`config.mk`:
```
export PLATFORM = sky130hd
export DESIGN_NAME = ram_dp_be
export DESIGN_NICKNAME = d
export VERILOG_FILES = /design/src/rtl/ram_pkg.sv /design/src/rtl/ram_init_sweep.sv /design/src/rtl/ram_dp_be.sv
export SDC_FILE = /design/constraint.sdc
export NUM_CORES = 1
export LEC_CHECK = 0
export BUFFER_PORTS_ARGS = -buffer_cell sky130_fd_sc_hd__buf_2
export CAP_MARGIN = 20
export CORE_MARGIN = 2
export CORE_UTILIZATION = 35
export CTS_CLUSTER_SIZE = 24
export DETAILED_ROUTE_END_ITERATION = 7
export GPL_TIMING_DRIVEN = 0
export PLACE_DENSITY = 0.56
export SETUP_SLACK_MARGIN = 0.05
export SYNTH_ARGS = -nofsm -noshare
export SYNTH_HDL_FRONTEND = slang
export SYNTH_SLANG_ARGS = --single-unit
export TNS_END_PERCENT = 100
```
`constraint.sdc`:
```
create_clock -name clk_i -period 6.01 [get_ports clk_i]
set_clock_uncertainty 0.15 [all_clocks]
set_input_delay 0.9015 -clock clk_i [delete_from_list [all_inputs] [get_ports clk_i]]
set_output_delay 0.9015 -clock clk_i [all_outputs]
set_load 0.1 [all_outputs]
```
`src/rtl/ram_pkg.sv`:
```
// Shared types and helpers for the byte-enabled dual-port RAM.
package ram_pkg;

  // Sweep state: CLEAR zeroes the array after reset, READY serves requests.
  typedef enum logic [0:0] {
    RAM_CLEAR = 1'b0,
    RAM_READY = 1'b1
  } ram_state_e;

  // Upper bound on word width handled by the generic merge helper.
  localparam int MAX_DW   = 256;
  localparam int MAX_NB   = 256;
  localparam int MAX_DW_W = $clog2(MAX_DW);
  localparam int MAX_NB_W = $clog2(MAX_NB);

  function automatic int num_bytes(input int dw, input int bw);
    return dw / bw;
  endfunction

  // Lane merge: lanes with be set take new_w, the rest keep old_w.
  // Callers zero-extend into MAX_DW and cast the result back down.
  function automatic logic [MAX_DW-1:0] be_merge(input logic [MAX_DW-1:0] old_w,
                                                 input logic [MAX_DW-1:0] new_w,
                                                 input logic [MAX_NB-1:0] be,
                                                 input int                bw);
    logic [MAX_DW-1:0] m;
    m = old_w;
    for (int i = 0; i < MAX_DW; i++) begin
      if (be[MAX_NB_W'(i / bw)]) m[MAX_DW_W'(i)] = new_w[MAX_DW_W'(i)];
    end
    return m;
  endfunction

endpackage

```
`src/rtl/ram_init_sweep.sv`:
```
// Post-reset clear sweep: walks addresses 0..MEMORY_DEPTH-1 writing zero,
// then parks in READY until the next reset.
module ram_init_sweep import ram_pkg::*; #(
  parameter int ADDRESS_WIDTH = 5,
  parameter int MEMORY_DEPTH  = 32
) (
  input  logic                     clk_i,
  input  logic                     rst_ni,
  output logic                     clear_en_o,
  output logic [ADDRESS_WIDTH-1:0] clear_addr_o,
  output logic                     ready_o
);

  localparam logic [ADDRESS_WIDTH-1:0] LAST_ADDR = ADDRESS_WIDTH'(MEMORY_DEPTH - 1);

  ram_state_e               state_q, state_d;
  logic [ADDRESS_WIDTH-1:0] cnt_q, cnt_d;

  // Advance the sweep one word per cycle; leave CLEAR after the last word.
  always_comb begin
    state_d = state_q;
    cnt_d   = cnt_q;
    if (state_q == RAM_CLEAR) begin
      if (cnt_q == LAST_ADDR) state_d = RAM_READY;
      else                    cnt_d   = cnt_q + 1'b1;
    end
  end

  // State and counter registers, restart the sweep on reset.
  always_ff @(posedge clk_i or negedge rst_ni) begin
    if (!rst_ni) begin
      state_q <= RAM_CLEAR;
      cnt_q   <= '0;
    end else begin
      state_q <= state_d;
      cnt_q   <= cnt_d;
    end
  end

  assign clear_en_o   = (state_q == RAM_CLEAR);
  assign clear_addr_o = cnt_q;
  assign ready_o      = (state_q == RAM_READY);

endmodule

```
`src/rtl/ram_dp_be.sv`:
```
// Simple dual-port RAM (one write port, one read port) with per-byte write
// enables, post-reset clear sweep, read-valid strobe and range error flag.
// Optional macro RAM_BYPASS_EN: same-cycle same-address read returns the
// lane-merged write data instead of the old stored word.
module ram_dp_be import ram_pkg::*; #(
  parameter  int ADDRESS_WIDTH = 5,
  parameter  int DATA_WIDTH    = 32,
  parameter  int BYTE_WIDTH    = 8,
  parameter  int MEMORY_DEPTH  = 32,
  localparam int NUM_BYTES     = num_bytes(DATA_WIDTH, BYTE_WIDTH)
) (
  input  logic                     clk_i,
  input  logic                     rst_ni,
  output logic                     ready_o,
  input  logic                     wr_en_i,
  input  logic [ADDRESS_WIDTH-1:0] wr_addr_i,
  input  logic [DATA_WIDTH-1:0]    wr_data_i,
  input  logic [NUM_BYTES-1:0]     wr_be_i,
  input  logic                     rd_en_i,
  input  logic [ADDRESS_WIDTH-1:0] rd_addr_i,
  output logic [DATA_WIDTH-1:0]    rd_data_o,
  output logic                     rd_valid_o,
  output logic                     err_o
);

  localparam logic [ADDRESS_WIDTH:0] DEPTH_C = (ADDRESS_WIDTH + 1)'(MEMORY_DEPTH);

  logic                     clear_en, ready;
  logic [ADDRESS_WIDTH-1:0] clear_addr;

  ram_init_sweep #(
    .ADDRESS_WIDTH(ADDRESS_WIDTH),
    .MEMORY_DEPTH (MEMORY_DEPTH)
  ) u_sweep (
    .clk_i       (clk_i),
    .rst_ni      (rst_ni),
    .clear_en_o  (clear_en),
    .clear_addr_o(clear_addr),
    .ready_o     (ready)
  );

  logic [DATA_WIDTH-1:0] mem [MEMORY_DEPTH];

  logic                     wr_in, rd_in, wr_ok, rd_ok;
  logic [DATA_WIDTH-1:0]    wr_old, wr_merged, mem_rd, rd_word;
  logic                     mem_we;
  logic [ADDRESS_WIDTH-1:0] mem_waddr;
  logic [DATA_WIDTH-1:0]    mem_wdata;
  logic [DATA_WIDTH-1:0]    rd_data_q, rd_data_d;
  logic                     rd_valid_q, rd_valid_d;
  logic                     err_q, err_d;

  // Range checks, request qualification and the write-port mux
  // (sweep owns the port while clearing, requests are ignored then).
  always_comb begin
    wr_in     = ({1'b0, wr_addr_i} < DEPTH_C);
    rd_in     = ({1'b0, rd_addr_i} < DEPTH_C);
    wr_ok     = ready & wr_en_i & wr_in;
    rd_ok     = ready & rd_en_i;
    wr_old    = wr_in ? mem[wr_addr_i] : '0;
    mem_rd    = rd_in ? mem[rd_addr_i] : '0;
    wr_merged = DATA_WIDTH'(be_merge(MAX_DW'(wr_old), MAX_DW'(wr_data_i),
                                     MAX_NB'(wr_be_i), BYTE_WIDTH));
    mem_we    = clear_en | wr_ok;
    mem_waddr = clear_en ? clear_addr : wr_addr_i;
    mem_wdata = clear_en ? '0 : wr_merged;
  end

  // Read-side next state; out-of-range reads load zero via mem_rd.
  always_comb begin
`ifdef RAM_BYPASS_EN
    rd_word = (wr_ok && (wr_addr_i == rd_addr_i)) ? wr_merged : mem_rd;
`else
    rd_word = mem_rd;
`endif
    rd_data_d  = rd_ok ? rd_word : rd_data_q;
    rd_valid_d = rd_ok;
    err_d      = ready & ((wr_en_i & ~wr_in) | (rd_en_i & ~rd_in));
  end

  // Storage array: no reset, contents come from the sweep.
  always_ff @(posedge clk_i) begin
    if (mem_we) mem[mem_waddr] <= mem_wdata;
  end

  // Output registers.
  always_ff @(posedge clk_i or negedge rst_ni) begin
    if (!rst_ni) begin
      rd_data_q  <= '0;
      rd_valid_q <= 1'b0;
      err_q      <= 1'b0;
    end else begin
      rd_data_q  <= rd_data_d;
      rd_valid_q <= rd_valid_d;
      err_q      <= err_d;
    end
  end

  assign ready_o    = ready;
  assign rd_data_o  = rd_data_q;
  assign rd_valid_o = rd_valid_q;
  assign err_o      = err_q;

endmodule

```
==> impl_metrics.py <==
metrics = {
    "clock_network": {
        "tritoncts": "yes",
        "numCtsBuffers": 108,
        "h-tree-depth": 3,
        "cts_buffer_depth": 3,
        "clock_latency_ns": 0.76,
        "clock-sinks": 1063,
        "post_cts_buffers": 0,
        "root_buffer": "clkbuf_16",
        "ctsResizeCount": 0,
        "cts.hold.buffers_added": 1,
        "clkTransAtPathRegs_ns": 0.06,
    },
    "detailed_routing": {
        "drt_iter0_drc": 4777,
        "wl_per_cell_um": 38.68,
        "wirelength_um": 197200,
        "drcViolationCount": 0,
        "dr_total_vias": 31810,
        "viasPerCell": 6.241,
        "first_pass_iters": 6,
        "ant_nets": 0,
    },
    "logic_synthesis": {
        "synth_ff_type": "edfxtp_1",
        "synth_top_family_by_area": "multiplexers",
        "synth_most_common_cell": "edfxtp_1",
        "yosys.area_share.xor_xnor": 0.0005306,
        "synth_top_area_cell": "edfxtp_1",
        "avgSynthCellArea_um2": 17.40,
        "netlist_top_cells_count": "1024 x edfxtp_1, 393 x mux2i_1, 331 x mux4_2",
        "ys_ff_latch": 1063,
        "synth_warnings": 0,
        "synthMuxAreaShare": 0.2359,
        "syn_area_um2": 49520,
        "yosys.area_share.simple": 0.03909,
        "synth-compound-area-share": 0.05931,
        "async_reset_ff_frac": 0.03669,
        "syn_nets": 2898,
        "ys_types": 64,
        "ys_seq_area_frac": 0.6407,
        "synth-adder-area-share": 0.0005054,
        "ys_top_cells_by_area": "edfxtp_1 62%, mux4_2 15%, mux2i_1 7.9%",
        "synth_top_area_share": 0.6210,
        "syn_inst": 2846,
        "synth_edf_count": 1024,
    },
    "sta": {
        "slew_violations": 0,
        "max_freq_ghz": 0.2189,
        "fin_crit_ns": 4.567,
        "relSlewSlack": 0.09581,
        "whs_ns": 0.3393,
        "hold_viol_final": 0,
        "setup_violations": 0,
        "tns_ns": 0,
        "grt_setup_unrepaired": "no",
        "fin_crit_sh": 0.7600,
        "tightest_slew_ns": 1.356,
    },
    "worst_setup_path": {
        "crit_path_frequent_cell": "clkbuf_1",
        "slowest_stage": "nor2_4",
        "arrival_ns": 4.83,
        "critPathRequiredTime_ns": 6.28,
        "critPathKind": "reg2reg",
        "critPathMaxStageDelay_ns": 0.80,
        "worstReg2RegStart": "u_sweep.ready_o",
        "worstPathMaxFanout": 17,
        "path_cells": "clkbuf_1 > clkbuf_1 > clkbuf_1 > nand2_1 > o31ai_1 > nand2_1 > nor2_4 > buf_12",
        "startpoint": "u_sweep.ready_o",
        "end_kind": "flip-flop",
        "start_kind": "flip-flop",
    },
    "final_layout": {
        "finalNetCount": 3159,
        "syn_to_final_growth_pct": 16.26,
        "layout-drive-gt1-share": 0.2738,
        "fin_area_um2": 57570,
        "fin_util": 0.4081,
    },
    "floorplan": {
        "die_area_um2": 144500,
        "chipWidth_um": 380.1,
        "rows": 138,
        "ios": 85,
        "die_h_um": 380.1,
        "start_util": 0.3510,
        "core_um2": 141100,
    },
    "hold_path": {
        "hold_path_class": "reg2reg",
        "min_from": "rd_data_o[0]",
    },
    "job": {
        "cap_viol_max_count": 0,
    },
    "global_routing": {
        "grt_use_met3": 0.07052,
        "overflow": 0,
        "grt_pass1_wl_um": 261400,
        "gr-usage-met2": 0.4233,
        "grt_pass1_vias": 30500,
        "top_usage_layer": "met2",
        "use_met1": 0.3337,
        "grt_use_total": 0.2669,
        "grt_max_degree": 35,
        "antenna_found_initial": 11,
    },
    "pwr": {
        "p_total_mw": 17.41,
        "p_leak_nw": 19.04,
        "ir_worst_vdd_v": 0.0002196,
        "power-per-cell-area_nw_per_um2": 302.4,
    },
    "place": {
        "place.gp.congestion": 0.9398,
        "io_buffer_count": 75,
        "dp_hpwl_um": 139600,
        "dpl_cell_area_um2": 53690,
    },
    "outcome": {
        "status": "finished clean",
    },
}
-- path summary, 6_finish.rpt --
path,slack [ns],end,cells after the start
setup reg to reg,1.44,mem[3][7],8
max in group asynchronous,4.75,u_sweep.clear_addr_o[2],3
hold / removal,0.34,rd_data_o[0],2
min in group asynchronous,0.38,rd_valid_o,2
hold reg to reg,0.34,rd_data_o[0],2
setup / recovery,1.44,mem[3][7],8
-- logic make-up after synthesis --
kind of cell	Yosys count
adder cells (fa/ha/maj)	2
buffers and inverters	214
multiplexers	750
XOR/XNOR	3
flip-flops	1063
AND/OR/NAND/NOR	410
AO/OA/AOI/OAI	403
other	1
-- area by class of cell --
class,count,area (µm²)
Buffer,205,1150
Sequential cell,1063,31730
Clock inverter,47,469.2
Inverter,9,33.78
Tap cell,1890,2365
Timing Repair Buffer,151,1695
Antenna cell,4,10.01
Multi-Input combinational cell,1569,16940
Fill cell,12670,83500
Clock buffer,159,3179
-- layer usage --
layer | routed length [µm] | up-vias
li1 | - | 12420
met1 | 72100 | 16830
met5 | 53 | -
met4 | 12380 | 8
met2 | 91290 | 2073
met3 | 21340 | 489
-- sequential cells by signal, indices dropped and copies added, names as in the netlist --
register	count
u_sweep.ready_o	1
u_sweep.clear_addr_o	5
rd_data_o	32
rd_valid_o	1
mem	1024
-- placed cells by master, fill, tap and decap left out, types with 62 or more instances in the layout --
cell / n
a22oi_1: 90
buf_2: 139
buf_4: 65
clkbuf_1: 94
clkbuf_16: 113
edfxtp_1: 1024
mux2i_1: 393
mux4_2: 331
nand2_1: 160
nor2_1: 62
-- where the power goes --
| group | internal [mW] | leakage (nW) | total [mW] | switching [mW] |
|---|---|---|---|---|
| clock network | 4.01 | 1.81 | 7.01 | 3.00 |
| logic | 0.570 | 7.65 | 1.97 | 1.40 |
| registers | 8.37 | 9.58 | 8.43 | 0.0621 |
| total | 12.9 | 19.0 | 17.4 | 4.47 |
-- metrics by stage --
step | setup slack [ns] | cells
2_1_floorplan | 1.526 | 2846
3_3_place_gp | -1.772 | 4811
3_5_place_dp | 0.9809 | 4876
4_1_cts | 1.741 | 5083
5_1_grt | 1.537 | 5093
6_report | 1.443 | 5097
-- critical path: cells and delay by family, from the launching register on --
kind / cells / cell delay, ns
buffers and inverters: 4 / 2.30
AO/OA/AOI/OAI: 1 / 0.15
AND/OR/NAND/NOR: 3 / 1.24
flip-flops: 1 / 0.34
(Power assumes the default switching activity.)
